<file path="src/rtl/up_xfer_engine_if.sv">
// Read and write request/grant bus between the transfer engine (master)
// and the memory side (slave). Addresses are word addresses.
interface up_xfer_engine_if #(
  parameter int ADDR_WIDTH = 32,
  parameter int DATA_WIDTH = 32
);
  logic                  rd_req_o;
  logic [ADDR_WIDTH-3:0] rd_word_addr_o;
  logic [DATA_WIDTH-1:0] rd_data_i;
  logic                  rd_gnt_i;
  logic                  wt_req_o;
  logic [ADDR_WIDTH-3:0] wt_word_addr_o;
  logic [DATA_WIDTH-1:0] wt_data_o;
  logic                  wt_gnt_i;

  modport master (
    output rd_req_o, rd_word_addr_o,
    input  rd_data_i, rd_gnt_i,
    output wt_req_o, wt_word_addr_o, wt_data_o,
    input  wt_gnt_i
  );

  modport slave (
    input  rd_req_o, rd_word_addr_o,
    output rd_data_i, rd_gnt_i,
    input  wt_req_o, wt_word_addr_o, wt_data_o,
    output wt_gnt_i
  );
endinterface

</file>
<file path="src/rtl/up_xfer_engine.sv">
// Word-copy engine: reads N words, applies a per-word transform, buffers them
// in a small FIFO and writes them out, with abort, status and interrupt.
module up_xfer_engine #(
  parameter int ADDR_WIDTH = 32,
  parameter int DATA_WIDTH = 32,
  parameter int SIZE_WIDTH = 16,
  parameter int FIFO_DEPTH = 4
) (
  input  logic                  ACLK,
  input  logic                  ARESET,
  input  logic [ADDR_WIDTH-1:0] src_addr_i,
  input  logic [ADDR_WIDTH-1:0] dst_addr_i,
  input  logic [SIZE_WIDTH-1:0] size_i,
  input  logic [1:0]            mode_i,
  input  logic [DATA_WIDTH-1:0] operand_i,
  input  logic                  ctrl_int_en_i,
  input  logic                  cmd_trigger_pulse_i,
  input  logic                  cmd_abort_pulse_i,
  input  logic                  cmd_clr_int_pulse_i,
  up_xfer_engine_if.master      bus,
  output logic                  status_busy_o,
  output logic                  status_int_pending_o,
  output logic                  status_aborted_o,
  output logic                  int_o,
  output logic [SIZE_WIDTH-3:0] remaining_o
);
  localparam int AW = ADDR_WIDTH - 2;
  localparam int NW = SIZE_WIDTH - 2;
  localparam int PW = $clog2(FIFO_DEPTH);
  localparam int CW = PW + 1;
  localparam logic [CW-1:0] DEPTH_C = CW'(FIFO_DEPTH);

  typedef enum logic [1:0] {
    S_IDLE  = 2'd0,
    S_RUN   = 2'd1,
    S_ABORT = 2'd2
  } state_t;

  state_t                r_state;
  state_t                w_state_next;
  logic [AW-1:0]         r_rd_addr;
  logic [AW-1:0]         r_wt_addr;
  logic [NW-1:0]         r_rd_left;
  logic [NW-1:0]         r_remaining;
  logic [1:0]            r_mode;
  logic [DATA_WIDTH-1:0] r_operand;
  logic [DATA_WIDTH-1:0] r_wt_data;
  logic                  r_rd_req;
  logic                  r_wt_req;
  logic                  r_aborted;
  logic                  r_int_pending;
  logic                  r_busy_q;
  logic [DATA_WIDTH-1:0] r_fifo [FIFO_DEPTH];
  logic [PW-1:0]         r_wr_ptr;
  logic [PW-1:0]         r_rd_ptr;
  logic [CW-1:0]         r_count;

  logic [NW-1:0]         w_n;
  logic                  w_rd_gnt;
  logic                  w_wt_gnt;
  logic                  w_last_wt;
  logic                  w_rd_hold;
  logic                  w_wt_hold;
  logic                  w_accept;
  logic                  w_abort_done;
  logic                  w_issue_rd;
  logic                  w_issue_wt;
  logic                  w_push;
  logic                  w_pop;
  logic                  w_flush;
  logic [DATA_WIDTH-1:0] w_proc_data;
  logic                  w_unused;

  // Byte-offset bits of addresses and size carry no meaning for word transfers.
  assign w_unused = ^{src_addr_i[1:0], dst_addr_i[1:0], size_i[1:0]};

  assign w_n       = size_i[SIZE_WIDTH-1:2];
  assign w_rd_gnt  = r_rd_req & bus.rd_gnt_i;
  assign w_wt_gnt  = r_wt_req & bus.wt_gnt_i;
  assign w_last_wt = w_wt_gnt & (r_remaining == NW'(1));
  assign w_rd_hold = r_rd_req & ~bus.rd_gnt_i;
  assign w_wt_hold = r_wt_req & ~bus.wt_gnt_i;

  always_comb begin
    w_proc_data = bus.rd_data_i;
    case (r_mode)
      2'd1:    w_proc_data = {bus.rd_data_i[DATA_WIDTH-2:0], 1'b0};
      2'd2:    w_proc_data = ~bus.rd_data_i;
      2'd3:    w_proc_data = bus.rd_data_i + r_operand;
      default: w_proc_data = bus.rd_data_i;
    endcase
  end

  always_ff @(posedge ACLK) begin
    if (ARESET) begin
      r_state <= S_IDLE;
    end else begin
      r_state <= w_state_next;
    end
  end

  always_comb begin
    w_state_next = r_state;
    w_accept     = 1'b0;
    w_abort_done = 1'b0;
    w_issue_rd   = 1'b0;
    w_issue_wt   = 1'b0;
    case (r_state)
      S_IDLE: begin
        if (cmd_trigger_pulse_i && (w_n != '0)) begin
          w_accept     = 1'b1;
          w_state_next = S_RUN;
        end
      end
      S_RUN: begin
        // The final write completing beats a simultaneous abort.
        if (w_last_wt) begin
          w_state_next = S_IDLE;
        end else if (cmd_abort_pulse_i) begin
          if (w_rd_hold || w_wt_hold) begin
            w_state_next = S_ABORT;
          end else begin
            w_state_next = S_IDLE;
            w_abort_done = 1'b1;
          end
        end else begin
          w_issue_rd = ~r_rd_req & (r_rd_left != '0) & (r_count < DEPTH_C);
          w_issue_wt = ~r_wt_req & (r_count != '0);
        end
      end
      S_ABORT: begin
        if (w_last_wt) begin
          w_state_next = S_IDLE;
        end else if (!w_rd_hold && !w_wt_hold) begin
          w_state_next = S_IDLE;
          w_abort_done = 1'b1;
        end
      end
      default: w_state_next = S_IDLE;
    endcase
  end

  assign w_flush = (r_state != S_IDLE) && (w_state_next == S_IDLE);
  assign w_push  = w_rd_gnt && (r_state == S_RUN) && !w_flush;
  assign w_pop   = w_wt_gnt;

  always_ff @(posedge ACLK) begin
    if (w_push) begin
      r_fifo[r_wr_ptr] <= w_proc_data;
    end
  end

  always_ff @(posedge ACLK) begin
    if (ARESET) begin
      r_rd_addr     <= '0;
      r_wt_addr     <= '0;
      r_rd_left     <= '0;
      r_remaining   <= '0;
      r_mode        <= '0;
      r_operand     <= '0;
      r_wt_data     <= '0;
      r_rd_req      <= 1'b0;
      r_wt_req      <= 1'b0;
      r_aborted     <= 1'b0;
      r_int_pending <= 1'b0;
      r_busy_q      <= 1'b0;
      r_wr_ptr      <= '0;
      r_rd_ptr      <= '0;
      r_count       <= '0;
    end else begin
      r_busy_q <= status_busy_o;
      if (w_accept) begin
        r_rd_addr   <= src_addr_i[ADDR_WIDTH-1:2];
        r_wt_addr   <= dst_addr_i[ADDR_WIDTH-1:2];
        r_rd_left   <= w_n;
        r_remaining <= w_n;
        r_mode      <= mode_i;
        r_operand   <= operand_i;
        r_aborted   <= 1'b0;
      end
      if (w_rd_gnt) begin
        r_rd_addr <= r_rd_addr + AW'(1);
        r_rd_left <= r_rd_left - NW'(1);
      end
      if (w_wt_gnt) begin
        r_wt_addr   <= r_wt_addr + AW'(1);
        r_remaining <= r_remaining - NW'(1);
      end
      // A request stays up until granted, then drops for at least one cycle.
      r_rd_req <= w_issue_rd | w_rd_hold;
      r_wt_req <= w_issue_wt | w_wt_hold;
      if (w_issue_wt) begin
        r_wt_data <= r_fifo[r_rd_ptr];
      end
      if (w_flush) begin
        r_wr_ptr <= '0;
        r_rd_ptr <= '0;
        r_count  <= '0;
      end else begin
        if (w_push) begin
          r_wr_ptr <= r_wr_ptr + PW'(1);
        end
        if (w_pop) begin
          r_rd_ptr <= r_rd_ptr + PW'(1);
        end
        case ({w_push, w_pop})
          2'b10:   r_count <= r_count + CW'(1);
          2'b01:   r_count <= r_count - CW'(1);
          default: r_count <= r_count;
        endcase
      end
      if (w_abort_done) begin
        r_aborted <= 1'b1;
      end
      // Busy-fall sets the interrupt even if a clear arrives in the same cycle.
      if (r_busy_q && !status_busy_o) begin
        r_int_pending <= 1'b1;
      end else if (cmd_clr_int_pulse_i) begin
        r_int_pending <= 1'b0;
      end
    end
  end

  assign bus.rd_req_o       = r_rd_req;
  assign bus.rd_word_addr_o = r_rd_addr;
  assign bus.wt_req_o       = r_wt_req;
  assign bus.wt_word_addr_o = r_wt_addr;
  assign bus.wt_data_o      = r_wt_data;

  assign status_busy_o        = (r_state != S_IDLE);
  assign status_int_pending_o = r_int_pending;
  assign status_aborted_o     = r_aborted;
  assign int_o                = ctrl_int_en_i & r_int_pending;
  assign remaining_o          = r_remaining;
endmodule

</file>
<file path="src/flat_wrapper.sv">
// flat-port wrapper written by rule: the top's interface ports become plain ports
module up_xfer_engine_flat 
#(
  parameter int ADDR_WIDTH = 32,
  parameter int DATA_WIDTH = 32,
  parameter int SIZE_WIDTH = 16,
  parameter int FIFO_DEPTH = 4
)
  (ACLK, ARESET, src_addr_i, dst_addr_i, size_i, mode_i, operand_i, ctrl_int_en_i, cmd_trigger_pulse_i, cmd_abort_pulse_i, cmd_clr_int_pulse_i, status_busy_o, status_int_pending_o, status_aborted_o, int_o, remaining_o, bus_rd_req_o, bus_rd_word_addr_o, bus_rd_data_i, bus_rd_gnt_i, bus_wt_req_o, bus_wt_word_addr_o, bus_wt_data_o, bus_wt_gnt_i);
  up_xfer_engine_if #(.ADDR_WIDTH(ADDR_WIDTH), .DATA_WIDTH(DATA_WIDTH)) bus_i ();
  input  logic ACLK;
  input  logic ARESET;
  input  logic [ADDR_WIDTH-1:0] src_addr_i;
  input  logic [ADDR_WIDTH-1:0] dst_addr_i;
  input  logic [SIZE_WIDTH-1:0] size_i;
  input  logic [1:0] mode_i;
  input  logic [DATA_WIDTH-1:0] operand_i;
  input  logic ctrl_int_en_i;
  input  logic cmd_trigger_pulse_i;
  input  logic cmd_abort_pulse_i;
  input  logic cmd_clr_int_pulse_i;
  output logic status_busy_o;
  output logic status_int_pending_o;
  output logic status_aborted_o;
  output logic int_o;
  output logic [SIZE_WIDTH-3:0] remaining_o;
  output wire logic [$bits(bus_i.rd_req_o)-1:0] bus_rd_req_o;
  output wire logic [$bits(bus_i.rd_word_addr_o)-1:0] bus_rd_word_addr_o;
  input wire logic [$bits(bus_i.rd_data_i)-1:0] bus_rd_data_i;
  input wire logic [$bits(bus_i.rd_gnt_i)-1:0] bus_rd_gnt_i;
  output wire logic [$bits(bus_i.wt_req_o)-1:0] bus_wt_req_o;
  output wire logic [$bits(bus_i.wt_word_addr_o)-1:0] bus_wt_word_addr_o;
  output wire logic [$bits(bus_i.wt_data_o)-1:0] bus_wt_data_o;
  input wire logic [$bits(bus_i.wt_gnt_i)-1:0] bus_wt_gnt_i;
  assign bus_rd_req_o = bus_i.rd_req_o;
  assign bus_rd_word_addr_o = bus_i.rd_word_addr_o;
  assign bus_i.rd_data_i = bus_rd_data_i;
  assign bus_i.rd_gnt_i = bus_rd_gnt_i;
  assign bus_wt_req_o = bus_i.wt_req_o;
  assign bus_wt_word_addr_o = bus_i.wt_word_addr_o;
  assign bus_wt_data_o = bus_i.wt_data_o;
  assign bus_i.wt_gnt_i = bus_wt_gnt_i;
  up_xfer_engine #(.ADDR_WIDTH(ADDR_WIDTH), .DATA_WIDTH(DATA_WIDTH), .SIZE_WIDTH(SIZE_WIDTH), .FIFO_DEPTH(FIFO_DEPTH)) u_core (.ACLK(ACLK), .ARESET(ARESET), .src_addr_i(src_addr_i), .dst_addr_i(dst_addr_i), .size_i(size_i), .mode_i(mode_i), .operand_i(operand_i), .ctrl_int_en_i(ctrl_int_en_i), .cmd_trigger_pulse_i(cmd_trigger_pulse_i), .cmd_abort_pulse_i(cmd_abort_pulse_i), .cmd_clr_int_pulse_i(cmd_clr_int_pulse_i), .bus(bus_i), .status_busy_o(status_busy_o), .status_int_pending_o(status_int_pending_o), .status_aborted_o(status_aborted_o), .int_o(int_o), .remaining_o(remaining_o));
endmodule
</file>
<file path="config.mk">
export PLATFORM = sky130hd
export DESIGN_NAME = up_xfer_engine_flat
export DESIGN_NICKNAME = d
export VERILOG_FILES = /design/src/rtl/up_xfer_engine_if.sv /design/src/rtl/up_xfer_engine.sv /design/src/flat_wrapper.sv
export SDC_FILE = /design/constraint.sdc
export NUM_CORES = 1
export LEC_CHECK = 0
export ABC_AREA = 1
export BUFFER_PORTS_ARGS = -buffer_cell sky130_fd_sc_hd__clkbuf_2
export CORE_UTILIZATION = 58
export DETAILED_ROUTE_END_ITERATION = 8
export GPL_TIMING_DRIVEN = 0
export PLACE_DENSITY = 0.82
export SYNTH_ARGS = -nofsm -noshare
export SYNTH_HDL_FRONTEND = slang
export SYNTH_SLANG_ARGS = --single-unit
</file>
<file path="constraint.sdc">
create_clock -name ACLK -period 4.2 [get_ports ACLK]
set_input_delay 0.21 -clock ACLK [delete_from_list [all_inputs] [get_ports ACLK]]
set_output_delay 0.21 -clock ACLK [all_outputs]
set_load 0.02 [all_outputs]
</file>
==> impl_summary.txt, run 1 <==
----------------------------------------------------
[Synth]
  Count of cell types in the netlist ... 47
  Netlist Area Pre-Place ... between 0.015 and 0.02 mm^2
  Synthesized area divided by synthesized cell count ... around 7.2 um^2
  Number of enable flip-flop cells after synthesis ... roughly 130
  Post-synth top area share ... a little under a quarter
  Library cell with the largest summed area after synthesis ... sky130_fd_sc_hd__edfxtp_1
  Async S/R FF share, synth ... 0%
  Most common cell in the netlist ... sky130_fd_sc_hd__nand2_1
  Number of nets in the synthesized netlist ... approximately 2500
  Count of state elements after synthesis ... 296
  Ranking of synthesized cells by area ... sky130_fd_sc_hd__edfxtp_1, sky130_fd_sc_hd__dfxtp_1, sky130_fd_sc_hd__nand2_1
  Most common library cells after synthesis ... sky130_fd_sc_hd__nand2_1, sky130_fd_sc_hd__nor2_1, sky130_fd_sc_hd__inv_1, sky130_fd_sc_hd__dfxtp_1, sky130_fd_sc_hd__o21ai_0
  Synthesized instance count ... 2325
  Number of warnings printed during yosys synthesis ... 0
  Flip-flop cell with the highest count after synthesis ... sky130_fd_sc_hd__dfxtp_1
  Sequential area share after synthesis ... between 40% and 50%

[Clock network]
  # H-tree levels ... 1
  Sink count of the clock tree ... between 200 and 300
  CTS tree ... built
  CTS clk-pin slew, worst paths ... around 0.060 ns
  Maximum root-to-sink buffer count ... 3
  Clk root buf ... sky130_fd_sc_hd__clkbuf_16
  Post_cts resized ... 0
  CTS buffer count ... 29
  Clock latency reported for the late side of the worst-skew pair ... about 0.58 ns

[Drt]
  Post-route antenna net violation count ... 0
  Routed wire length ... about 57000 um
  Post-route DRC ... 0
  Count of TritonRoute iterations in the first routing pass ... 8
  Vias per Instance ... 5.72
  Vias post-DR ... roughly 18000
  Initial drt markers ... 1951
  Routed length per placed instance ... between 15 and 20 um

[Floorplanning]
  Effective utilization at floorplan ... between 50 and 60%
  Die boundary height ... around 170 um
  Top Ports ... 266
  Rows ... around 60
  Width of the die ... approximately 170 um
  Placeable core region ... 0.0280 mm^2
  Full die area ... ~0.029 mm^2

[Worst setup path]
  List of cells traversed by the critical path ... nand2_1 > inv_2 > nand3_1 > nand3_1 > nand2_1 > nand2_1 > nand3_1 > nand2_1 > ha_1 > inv_1 > fa_1 > a21oi_1 > o21ai_0 > xor2_1 > nor2_1
  Sort of element at the start of the critical path ... flop
  Largest fanout on the critical path ... 10
  Crit path required time ... between 4 and 5 ns
  Critical path buffer and inverter count ... 2
  Cell family with the largest share of critical-path delay ... simple AND/OR/NAND/NOR gates
  Cell mode on critical path ... sky130_fd_sc_hd__nand2_1
  Worst setup EP type ... flop
  Crit Path Class ... reg -> reg
  Data arrival time at the worst-slack endpoint ... between 3 and 4 ns
  Slowest Stage Delay on Critical Path ... between 0.4 and 0.5 ns
  Crit-path slowest cell ... sky130_fd_sc_hd__dfxtp_1

[Cells and area]
  Layout Nets ... ~2900
  Final core utilization ... between 70% and 80%
  Fraction of layout instances using a drive strength above 1 ... 13.7%
  Signed area change from the synthesized netlist to the final layout ... 22.5%
  Number of cells in the finished layout apart from fillers ... about 3100

[Place]
  Detailed placer's ending HPWL ... ~41000 um
  Final Wtd Congestion ... approximately 1.0
  IO buf count ... around 260
  Placed cells ... slightly below 3000

[Timing]
  Relative slew margins ... 35.9%
  Worst Max-Slew Pin Slew ... slightly below 1 ns
  Total count of hold-check failures in the final report ... 0
  Crit share post-route ... about 78%
  Clk_skew ... about 0.016 ns
  Number of max-slew violations in the final report ... 0
  F_max ... 0.306 GHz
  Final min period ... between 3 and 4 ns
  Unrepaired setup endpoints after global routing ... no
  Number of endpoints failing setup at the final stage ... 0

[Worst hold path]
  Hold WC Path Type ... in -> reg

[Global routing]
  Remaining global-route overflow ... 0
  Maximum number of pins on one net before global-route repair ... 24
  Vias in the first global route ... 16800
  First-pass GRT wire length ... between 80000 and 90000 um
  Antenna violations before repair ... 1
  Global Route Usage Sum ... just under 40%

[Pwr]
  Cell leakage power ... 8.77 nW
  Largest vdd supply drop ... ~0.00033 V
  Ratio of total power to cell area ... about 360 mW/mm^2

[Status]
  Result of the run ... finished, final reports clean

[Job]
  Max-capacitance violation count ... 0

----------------------------------------------------
[where the power goes]
part	switching, mW	internal [mW]	total (mW)
clock	1.15	1.49	2.64
sequential	0.142	3.16	3.30
combinational	0.946	0.482	1.43
total	2.23	5.14	7.37
[state kept, by name (all words and copies together) (netlist names)]
name / count
u_core.r_rd_left: 14
u_core.bus.wt_data_o: 32
u_core.r_operand: 32
u_core.r_busy_q: 1
u_core.bus.rd_req_o: 1
u_core.r_state: 2
u_core.status_int_pending_o: 1
u_core.remaining_o: 14
u_core.r_mode: 2
u_core.bus.wt_word_addr_o: 30
u_core.r_rd_ptr: 2
u_core.status_aborted_o: 1
u_core.bus.wt_req_o: 1
u_core.r_fifo: 128
u_core.r_wr_ptr: 2
u_core.r_count: 3
u_core.bus.rd_word_addr_o: 30
[cells by family after synthesis]
kind of cell | after synthesis | synth area share [%]
and+or+nand+nor | 1254 | 31.5
AOI/OAI and AO/OA | 385 | 12.9
buffers and inverters | 320 | 7.48
DFF | 296 | 43.3
adders and majority gates | 47 | 3.62
xor gates and xnor gates | 22 | 1.16
muxes | 1 | 0.0601
[through the flow]
stage	power (mW)	TNS, ns	hold WS [ns]	setup WS, ns	area [um^2]
final	7.37	0	0.00947	0.931	20400
after global routing	7.63	0	0.0284	0.775	20400
after CTS	7.32	0	0.00181	0.974	20400
after detailed placement	4.67	0	0.450	1.04	18500
after global placement	4.63	-0.00384	0.442	-0.000842	18400
after floorplan	4.16	0	0.345	1.04	16600
[final timing paths]
check	start	to	slack (ns)	depth (start not counted)
min reg2reg	u_core.r_operand[10]	u_core.r_operand[10]	0.48	2
max	u_core.bus.wt_req_o	u_core.r_count[2]	0.93	15
min	dst_addr_i[27]	u_core.bus.wt_word_addr_o[25]	0.009	5
max reg2reg	u_core.bus.wt_req_o	u_core.r_count[2]	0.93	15
[layout make-up]
type | instances | area (um^2)
clock inverter | 14 | 166
multi-input combinational | 1709 | 8230
tap | 378 | 473
timing repair buffer | 353 | 2290
buffer | 90 | 382
sequential | 296 | 7210
fill | 2245 | 7620
clock buffer | 38 | 779
antenna | 1 | 2.50
inverter | 230 | 863
[what timing repair did]
item	in CTS	in global routing
hold buffers	91	0
endpoints found under the hold margin	96	0
setup buffers	0	0
[routing by layer]
layer / up-vias / GRT usage [%] / routed length, um
met2: 946 / 64.2 / 26500
li1: 8473 / - / -
met3: 198 / 5.50 / 4930
met1: 8156 / 50.8 / 23400
met4: 0 / 17.8 / 2610
met5: - / 0 / 0
[placed cells by master (no fill, tap or decap), types with 4 or more instances in the layout]
master / Yosys / final
sky130_fd_sc_hd__nand2_1: 662 / 662
sky130_fd_sc_hd__nor2_1: 326 / 322
sky130_fd_sc_hd__clkbuf_2: 0 / 258
sky130_fd_sc_hd__inv_1: 225 / 225
sky130_fd_sc_hd__dfxtp_1: 168 / 168
sky130_fd_sc_hd__o21ai_0: 158 / 158
sky130_fd_sc_hd__edfxtp_1: 128 / 128
sky130_fd_sc_hd__a21oi_1: 121 / 121
sky130_fd_sc_hd__nand3_1: 106 / 106
sky130_fd_sc_hd__dlygate4sd3_1: 0 / 91
sky130_fd_sc_hd__clkbuf_1: 59 / 66
sky130_fd_sc_hd__a31oi_1: 59 / 59
sky130_fd_sc_hd__ha_1: 45 / 45
sky130_fd_sc_hd__nand4_1: 39 / 39
sky130_fd_sc_hd__or2_2: 36 / 36
sky130_fd_sc_hd__nor3_1: 36 / 36
sky130_fd_sc_hd__clkbuf_16: 0 / 29
sky130_fd_sc_hd__nand3b_1: 22 / 22
sky130_fd_sc_hd__buf_1: 15 / 15
sky130_fd_sc_hd__xor2_1: 14 / 14
sky130_fd_sc_hd__o2111ai_1: 13 / 13
sky130_fd_sc_hd__nor4_1: 11 / 11
sky130_fd_sc_hd__o211ai_1: 10 / 10
sky130_fd_sc_hd__buf_2: 8 / 8
sky130_fd_sc_hd__xnor2_1: 8 / 8
sky130_fd_sc_hd__buf_4: 7 / 7
sky130_fd_sc_hd__a311oi_1: 6 / 6
sky130_fd_sc_hd__nor2_4: 1 / 5
sky130_fd_sc_hd__clkinv_2: 0 / 5
sky130_fd_sc_hd__inv_2: 4 / 4
sky130_fd_sc_hd__nor2_2: 4 / 4
sky130_fd_sc_hd__a22oi_1: 4 / 4
[worst reg2reg max path: stages (launching register included)]
cell	delay (ns)
sky130_fd_sc_hd__dfxtp_1	0.44
sky130_fd_sc_hd__nand2_1	0.19
sky130_fd_sc_hd__inv_2	0.24
sky130_fd_sc_hd__nand3_1	0.24
sky130_fd_sc_hd__nand3_1	0.13
sky130_fd_sc_hd__nand2_1	0.06
sky130_fd_sc_hd__nand2_1	0.09
sky130_fd_sc_hd__nand3_1	0.15
sky130_fd_sc_hd__nand2_1	0.37
sky130_fd_sc_hd__ha_1	0.23
sky130_fd_sc_hd__inv_1	0.07
sky130_fd_sc_hd__fa_1	0.38
sky130_fd_sc_hd__a21oi_1	0.16
sky130_fd_sc_hd__o21ai_0	0.14
sky130_fd_sc_hd__xor2_1	0.18
sky130_fd_sc_hd__nor2_1	0.13
Note: power is estimated with default switching activity, not from simulation.
==> run 2: changes to the inputs <==
CORE_UTILIZATION = 52   (was 58)
PLACE_DENSITY = 0.78   (was 0.82)
clock period = 2.85 ns   (was 4.2 ns; I/O delays follow)
==> impl_summary.txt, run 2 (same netlist as run 1, synthesis figures left out) <==
----------------------------------------------------
[Status]
  Result of the run ... finished, final reports clean (unchanged)

[Timing]
  Number of max-slew violations in the final report ... 0 (unchanged)
  Worst Max-Slew Pin Slew ... 0.978 ns (was 0.961 ns)
  Total count of hold-check failures in the final report ... 0 (unchanged)
  Clk_skew ... 0.0221 ns (was 0.0156 ns)
  Crit share post-route ... 95.4% (was 77.8%)
  Unrepaired setup endpoints after global routing ... yes (was no)
  Final min period ... 2.72 ns (was 3.27 ns)
  Crit path setup slack, layout ... 0.131 ns (was 0.931 ns)
  TNS Setup ... 0 ns (unchanged)
  Number of endpoints failing setup at the final stage ... 0 (unchanged)
  Relative slew margins ... 34.8% (was 35.9%)
  F_max ... 0.368 GHz (was 0.306 GHz)

[Clock network]
  # H-tree levels ... 1 (unchanged)
  Sink count of the clock tree ... 296 (unchanged)
  Clock latency reported for the late side of the worst-skew pair ... 0.60 ns (was 0.58 ns)
  CTS clk-pin slew, worst paths ... 0.06 ns (about the same)
  Clk root buf ... sky130_fd_sc_hd__clkbuf_16 (unchanged)
  CTS buffer count ... 31 (was 29)
  Maximum root-to-sink buffer count ... 3 (unchanged)
  CTS tree ... built (unchanged)

[Worst setup path]
  Worst setup EP type ... flop (unchanged)
  Crit Path Class ... reg -> reg (unchanged)
  Largest fanout on the critical path ... 17 (was 10)
  Data arrival time at the worst-slack endpoint ... 3.02 ns (was 3.77 ns)
  Crit path required time ... 3.15 ns (was 4.70 ns)
  Worst Reg2Reg Path Length in Cells ... 10 (was 15)
  Sort of element at the start of the critical path ... flop (unchanged)

[Cells and area]
  Layout Nets ... 2937 (was 2910)
  Flip-flop count of the largest register after layout ... 128 (unchanged)
  Antenna fix cells ... 0 (was 1)
  Post-route cell area ... 0.0209 mm^2 (was 0.0204 mm^2)
  Fraction of layout instances using a drive strength above 1 ... 14.4% (was 13.7%)
  Biggest register ... u_core.r_fifo (unchanged)
  Signed area change from the synthesized netlist to the final layout ... 25.5% (was 22.5%)
  Most common library cell in the layout ignoring fill and taps ... sky130_fd_sc_hd__nand2_1 (unchanged)
  Commonest non-fill, non-tap cells in the layout ... sky130_fd_sc_hd__nand2_1, sky130_fd_sc_hd__nor2_1, sky130_fd_sc_hd__clkbuf_2, sky130_fd_sc_hd__inv_1, sky130_fd_sc_hd__dfxtp_1 (unchanged)
  Fillers ... 2728 (was 2245)

[Global routing]
  First-pass GRT wire length ... 89100 um (was 88200 um)
  Vias in the first global route ... 16900 (was 16800)
  Global Route Usage Sum ... 34.7% (was 39.0%)
  Antenna violations before repair ... 0 (was 1)
  Remaining global-route overflow ... 0 (unchanged)
  Maximum number of pins on one net before global-route repair ... 24 (unchanged)

[Pwr]
  Largest vdd supply drop ... 0.000701 V (was 0.000327 V)
  Cell leakage power ... 8.96 nW (was 8.77 nW)
  Ratio of total power to cell area ... 548 mW/mm^2 (was 362 mW/mm^2)
  Overall power after layout ... 11.4 mW (was 7.37 mW)

[Worst hold path]
  Hold depth ... 3 (was 5)
  Hold WC Path Type ... in -> reg (unchanged)

[Place]
  Pre-CTS worst setup slack ... -0.335 ns (was 1.04 ns)
  Cell area after placement ... 0.0186 mm^2 (was 0.0185 mm^2)
  Final Wtd Congestion ... 1.02 (was 1.00)
  IO buf count ... 258 (unchanged)
  Detailed placer's ending HPWL ... 42500 um (was 41300 um)

[Drt]
  Post-route DRC ... 0 (unchanged)
  Vias post-DR ... 17900 (was 17800)
  Count of TritonRoute iterations in the first routing pass ... 5 (was 8)
  Routed wire length ... 57800 um (was 57500 um)
  Initial drt markers ... 1583 (was 1951)
  Vias per Instance ... 5.65 (was 5.72)
  Post-route antenna net violation count ... 0 (unchanged)
  Routed length per placed instance ... 18.3 um (was 18.5 um)

[Floorplanning]
  Rows ... 65 (was 61)
  Full die area ... 0.0327 mm^2 (was 0.0294 mm^2)
  Placeable core region ... 0.0316 mm^2 (was 0.0280 mm^2)
  Die boundary height ... 181 um (was 171 um)
  Width of the die ... 181 um (was 171 um)
  Top Ports ... 266 (unchanged)
  Effective utilization at floorplan ... 52.8% (was 59.4%)

[Job]
  Max-capacitance violation count ... 0 (unchanged)

----------------------------------------------------
==> run 2: cell types whose count changed in the layout (fill, tap and decap cells not counted), moves of 3 or more <==
cell / delta
sky130_fd_sc_hd__dfxtp_1: -3
sky130_fd_sc_hd__clkinv_2: -5
sky130_fd_sc_hd__nor2_1: -4
sky130_fd_sc_hd__dlygate4sd3_1: +23
sky130_fd_sc_hd__bufinv_16: +3
sky130_fd_sc_hd__nand3_2: +3
sky130_fd_sc_hd__nand3_1: -3
sky130_fd_sc_hd__dfxtp_2: +3
sky130_fd_sc_hd__clkinv_4: +4
sky130_fd_sc_hd__clkinvlp_4: +4
==> run 2: per-layer routing <==
| metal | part of all wire, % | track usage (%) |
|---|---|---|
| met5 | 0 | 0 |
| met4 | 5.1 | 16.8 |
| met3 | 8.0 | 4.94 |
| met2 | 46 | 58.0 |
| met1 | 41 | 44.1 |
==> run 2: cell type report <==
cell class | instances | area (um^2) | share of cell area [%]
well taps | 402 | 503 | 2.41
clock inverters | 20 | 302 | 1.44
clock buffers | 38 | 812 | 3.89
multi-input cells | 1709 | 8270 | 39.6
flip-flops and latches | 296 | 7210 | 34.5
inverters | 230 | 866 | 4.14
repair buffers | 378 | 2550 | 12.2
plain buffers | 90 | 382 | 1.83
==> run 2: metrics by stage <==
step           cells  hold slack (ns)  utilization, %
2_1_floorplan   2325            0.277               -
3_3_place_gp    2985            0.375            58.4
3_5_place_dp    2989            0.380            58.9
4_1_cts         3162           0.0102            66.1
5_1_grt         3163           0.0444            66.2
6_report        3163           0.0188            66.2
==> run 2: final timing paths <==
kind                   startpoint              endpoint  slack [ns]
max             u_core.r_state[0]   u_core.r_fifo[3][9]        0.13
min             bus_rd_data_i[16]  u_core.r_fifo[3][16]        0.02
max reg2reg     u_core.r_state[0]   u_core.r_fifo[3][9]        0.13
min reg2reg  u_core.r_operand[16]  u_core.r_operand[16]        0.47
==> run 2: power breakdown <==
part | leakage [nW] | switching [mW] | internal, mW
registers | 2.53 | 0.208 | 4.66
logic | 5.91 | 1.39 | 0.739
clock network | 0.518 | 1.85 | 2.60
==> run 2: critical path: stages (launching register included) <==
cell and delay (ns):
sky130_fd_sc_hd__dfxtp_1 0.33, sky130_fd_sc_hd__inv_1 0.11, sky130_fd_sc_hd__ha_1 0.30, sky130_fd_sc_hd__nand3_4 0.25, sky130_fd_sc_hd__nand2_1 0.13, sky130_fd_sc_hd__nand3_1 0.12, sky130_fd_sc_hd__nand3_2 0.15, sky130_fd_sc_hd__nand2_4 0.06
sky130_fd_sc_hd__buf_4 0.19, sky130_fd_sc_hd__nor2_4 0.51, sky130_fd_sc_hd__buf_16 0.24
==> run 2: repair_timing <==
item / CTS / global route
setup buffers: 1 / 1
setup endpoints to repair: 9 / 26
hold buffers: 114 / 0
resized for setup: 6 / 10
pin swaps: 1 / 2
hold endpoints to repair: 130 / 0
==> run 3: changes to the inputs <==
ABC_AREA = not set   (was 1)
CORE_UTILIZATION = 51   (was 52)
==> impl_summary.txt, run 3 <==
----------------------------------------------------
[Clock network]
  Maximum root-to-sink buffer count ... 3 (unchanged)
  CTS buffer count ... 34 (was 31)
  CTS clk-pin slew, worst paths ... 0.06 ns (about the same)
  # H-tree levels ... 2 (was 1)
  Sink count of the clock tree ... 296 (unchanged)
  Clock latency reported for the late side of the worst-skew pair ... 0.52 ns (was 0.60 ns)
  CTS tree ... built (unchanged)
  Clk root buf ... sky130_fd_sc_hd__clkbuf_16 (unchanged)

[Timing]
  Crit share post-route ... 109% (was 95.4%)
  Number of endpoints failing setup at the final stage ... 2 (was 0)
  Crit path setup slack, layout ... -0.267 ns (was 0.131 ns)
  F_max ... 0.321 GHz (was 0.368 GHz)
  Clk_skew ... 0.0202 ns (was 0.0221 ns)
  Worst Hold Slack ... 0.0164 ns (was 0.0188 ns)
  Number of max-slew violations in the final report ... 0 (unchanged)
  Worst Max-Slew Pin Slew ... 1.01 ns (was 0.978 ns)
  TNS Setup ... -0.434 ns (was 0 ns)
  Relative slew margins ... 32.9% (was 34.8%)
  Unrepaired setup endpoints after global routing ... yes (unchanged)
  Total count of hold-check failures in the final report ... 0 (unchanged)
  Final min period ... 3.12 ns (was 2.72 ns)

[Cells and area]
  Fraction of layout instances using a drive strength above 1 ... 23.4% (was 14.4%)
  Number of cells in the finished layout apart from fillers ... 2397 (was 3163)
  Layout Nets ... 2188 (was 2937)
  Flip-flop count of the largest register after layout ... 128 (unchanged)
  Register Area ... 0.00723 mm^2 (was 0.00721 mm^2)
  Area of the multi-input gates ... 0.00775 mm^2 (was 0.00827 mm^2)
  Post-route cell area ... 0.0195 mm^2 (was 0.0209 mm^2)
  Final core utilization ... 67.8% (was 66.2%)
  Most common library cell in the layout ignoring fill and taps ... sky130_fd_sc_hd__clkbuf_2 (was sky130_fd_sc_hd__nand2_1)
  Fillers ... 2204 (was 2728)
  Biggest register ... u_core.r_fifo (unchanged)
  Signed area change from the synthesized netlist to the final layout ... 30.7% (was 25.5%)
  Commonest non-fill, non-tap cells in the layout ... sky130_fd_sc_hd__clkbuf_2, sky130_fd_sc_hd__nand2_1, sky130_fd_sc_hd__a21oi_1, sky130_fd_sc_hd__dfxtp_1, sky130_fd_sc_hd__edfxtp_1 (was sky130_fd_sc_hd__nand2_1, sky130_fd_sc_hd__nor2_1, sky130_fd_sc_hd__clkbuf_2, sky130_fd_sc_hd__inv_1, sky130_fd_sc_hd__dfxtp_1)

[Pwr]
  Overall power after layout ... 10.8 mW (was 11.4 mW)
  Ratio of total power to cell area ... 552 mW/mm^2 (was 548 mW/mm^2)
  Largest vdd supply drop ... 0.000465 V (was 0.000701 V)
  Cell leakage power ... 7.38 nW (was 8.96 nW)

[Drt]
  Met2 routed wirelength ... 21800 um (was 26700 um)
  Routed wire length ... 47900 um (was 57800 um)
  Post-route antenna net violation count ... 0 (unchanged)
  Count of TritonRoute iterations in the first routing pass ... 8 (was 5)
  Vias per Instance ... 6.08 (was 5.65)
  Top Metal Used ... met5 (was met4)
  Vias post-DR ... 14600 (was 17900)
  Initial drt markers ... 1534 (was 1583)
  DR WL met3 ... 4300 um (was 4640 um)
  Met1 WL ... 19600 um (was 23400 um)
  Routed length per placed instance ... 20.0 um (was 18.3 um)
  Post-route DRC ... 0 (unchanged)

[Synth]
  Post-synth top area share ... 25.8% (was 23.1%)
  Async S/R FF share, synth ... 0% (unchanged)
  Flip-flop cell with the highest count after synthesis ... sky130_fd_sc_hd__dfxtp_1 (unchanged)
  Most common library cells after synthesis ... sky130_fd_sc_hd__nand2_1, sky130_fd_sc_hd__a21oi_1, sky130_fd_sc_hd__dfxtp_1, sky130_fd_sc_hd__edfxtp_1, sky130_fd_sc_hd__nor2_1 (was sky130_fd_sc_hd__nand2_1, sky130_fd_sc_hd__nor2_1, sky130_fd_sc_hd__inv_1, sky130_fd_sc_hd__dfxtp_1, sky130_fd_sc_hd__o21ai_0)
  Synthesized instance count ... 1574 (was 2325)
  Library cell with the largest summed area after synthesis ... sky130_fd_sc_hd__edfxtp_1 (unchanged)
  Number of enable flip-flop cells after synthesis ... 128 (unchanged)
  Ranking of synthesized cells by area ... sky130_fd_sc_hd__edfxtp_1, sky130_fd_sc_hd__dfxtp_1, sky130_fd_sc_hd__a21oi_1 (was sky130_fd_sc_hd__edfxtp_1, sky130_fd_sc_hd__dfxtp_1, sky130_fd_sc_hd__nand2_1)
  Number of nets in the synthesized netlist ... 1775 (was 2526)
  Number of warnings printed during yosys synthesis ... 0 (unchanged)
  Count of state elements after synthesis ... 296 (unchanged)
  Sequential area share after synthesis ... 48.4% (was 43.3%)
  Count of cell types in the netlist ... 72 (was 47)
  Netlist Area Pre-Place ... 0.0149 mm^2 (was 0.0166 mm^2)
  Most common cell in the netlist ... sky130_fd_sc_hd__nand2_1 (unchanged)
  Synthesized area divided by synthesized cell count ... 9.46 um^2 (was 7.16 um^2)

[Place]
  Pre-CTS worst setup slack ... -0.513 ns (was -0.335 ns)
  Detailed placer's ending HPWL ... 32000 um (was 42500 um)
  Cell area after placement ... 0.0167 mm^2 (was 0.0186 mm^2)
  IO buf count ... 258 (unchanged)
  Placed cells ... 2216 (was 2989)
  Final Wtd Congestion ... 0.945 (was 1.02)

[Worst setup path]
  Crit Path Class ... reg -> reg (unchanged)
  Largest fanout on the critical path ... 3 (was 17)
  Worst Reg2Reg Path Length in Cells ... 14 (was 10)
  Crit path required time ... 3.24 ns (was 3.15 ns)
  Sort of element at the start of the critical path ... flop (unchanged)
  Worst reg2reg endpoint ... u_core.r_count[2] (was u_core.r_fifo[3][9])
  Worst setup EP type ... flop (unchanged)
  Worst-case register-to-register setup slack ... -0.27 ns (was 0.13 ns)
  Worst flop-to-flop path startpoint ... u_core.remaining_o[8] (was u_core.r_state[0])
  Data arrival time at the worst-slack endpoint ... 3.51 ns (was 3.02 ns)

[Worst hold path]
  Hold WC Path Type ... in -> reg (unchanged)
  Startpoint of the worst hold path ... size_i[6] (was bus_rd_data_i[16])
  Endpoint of the worst hold path ... u_core.remaining_o[4] (was u_core.r_fifo[3][16])
  Hold depth ... 3 (unchanged)

[Job]
  Max-capacitance violation count ... 0 (unchanged)

[Global routing]
  Remaining global-route overflow ... 0 (unchanged)
  Antenna violations before repair ... 2 (was 0)
  Maximum number of pins on one net before global-route repair ... 33 (was 24)
  First-pass GRT wire length ... 73400 um (was 89100 um)
  Global Route Usage Sum ... 30.8% (was 34.7%)
  Vias in the first global route ... 13700 (was 16900)

[Floorplanning]
  Width of the die ... 173 um (was 181 um)
  Die boundary height ... 173 um (was 181 um)
  Rows ... 62 (was 65)
  Placeable core region ... 0.0287 mm^2 (was 0.0316 mm^2)
  Full die area ... 0.0299 mm^2 (was 0.0327 mm^2)
  Effective utilization at floorplan ... 51.9% (was 52.8%)
  Top Ports ... 266 (unchanged)

[Status]
  Violated checks ... negative setup slack
  Result of the run ... complete, but fails checks (was finished, final reports clean)

----------------------------------------------------
-- run 3: critical path, stage by stage (launching register included) --
cell and delay (ns):
sky130_fd_sc_hd__dfxtp_4 0.34, sky130_fd_sc_hd__or4_4 0.57, sky130_fd_sc_hd__nor4_4 0.20, sky130_fd_sc_hd__a22oi_2 0.12, sky130_fd_sc_hd__buf_4 0.16, sky130_fd_sc_hd__a311o_1 0.39, sky130_fd_sc_hd__nor2b_4 0.15, sky130_fd_sc_hd__inv_2 0.08
sky130_fd_sc_hd__ha_4 0.14, sky130_fd_sc_hd__inv_2 0.04, sky130_fd_sc_hd__fa_2 0.35, sky130_fd_sc_hd__xor2_2 0.16, sky130_fd_sc_hd__nor2_2 0.12, sky130_fd_sc_hd__xnor2_1 0.14, sky130_fd_sc_hd__nor2_1 0.05
-- run 3: worst max path at each step --
stage	slack, ns	to	depth (start not counted)	from
after CTS	-0.21	u_core.r_count[2]	15	u_core.remaining_o[8]
after global placement	-0.63	u_core.r_fifo[3][8]	8	u_core.bus.rd_req_o
after detailed placement	-0.51	u_core.r_fifo[1][20]	11	u_core.r_operand[0]
after global routing	-0.38	u_core.r_count[2]	15	u_core.remaining_o[8]
after floorplan	-0.07	u_core.r_count[2]	15	u_core.remaining_o[9]
final	-0.27	u_core.r_count[2]	14	u_core.remaining_o[8]
-- run 3: kinds of logic after synthesis --
kind of cell	share of synthesized area, %
XOR/XNOR	1.41
buffers and inverters	3.19
AND/OR/NAND/NOR	17.8
multiplexers	6.13
flip-flops	48.4
adder cells (fa/ha/maj)	4.05
AO/OA/AOI/OAI	19.0
-- run 3: layer usage --
| metal | vias to the layer above | GRT usage [%] |
|---|---|---|
| li1 | 6693 | - |
| met1 | 6860 | 41.4 |
| met2 | 831 | 48.5 |
| met3 | 179 | 5.43 |
| met4 | 2 | 14.3 |
| met5 | - | 0 |
-- run 3: repair_timing --
action / CTS / global route
endpoints found under the setup margin: 178 / 233
gates cloned: 0 / 4
hold endpoints to repair: 112 / 0
setup buffers: 9 / 9
hold buffers: 104 / 0
gates resized for setup: 48 / 66
pin swaps: 13 / 18
-- run 3: power by group --
part / switching (mW) / internal, mW / total, mW
registers: 0.160 / 4.60 / 4.76
logic: 1.05 / 0.680 / 1.73
clock network: 1.77 / 2.50 / 4.27
total: 2.97 / 7.78 / 10.8
-- run 3: layout make-up --
type | instances | share of cell area (%)
Antenna cell | 1 | 0.0129
Buffer | 79 | 1.55
Clock buffer | 44 | 4.78
Clock inverter | 17 | 0.797
Inverter | 40 | 0.772
Multi-Input combinational cell | 1156 | 39.8
Sequential cell | 296 | 37.1
Tap cell | 384 | 2.47
Timing Repair Buffer | 380 | 12.7
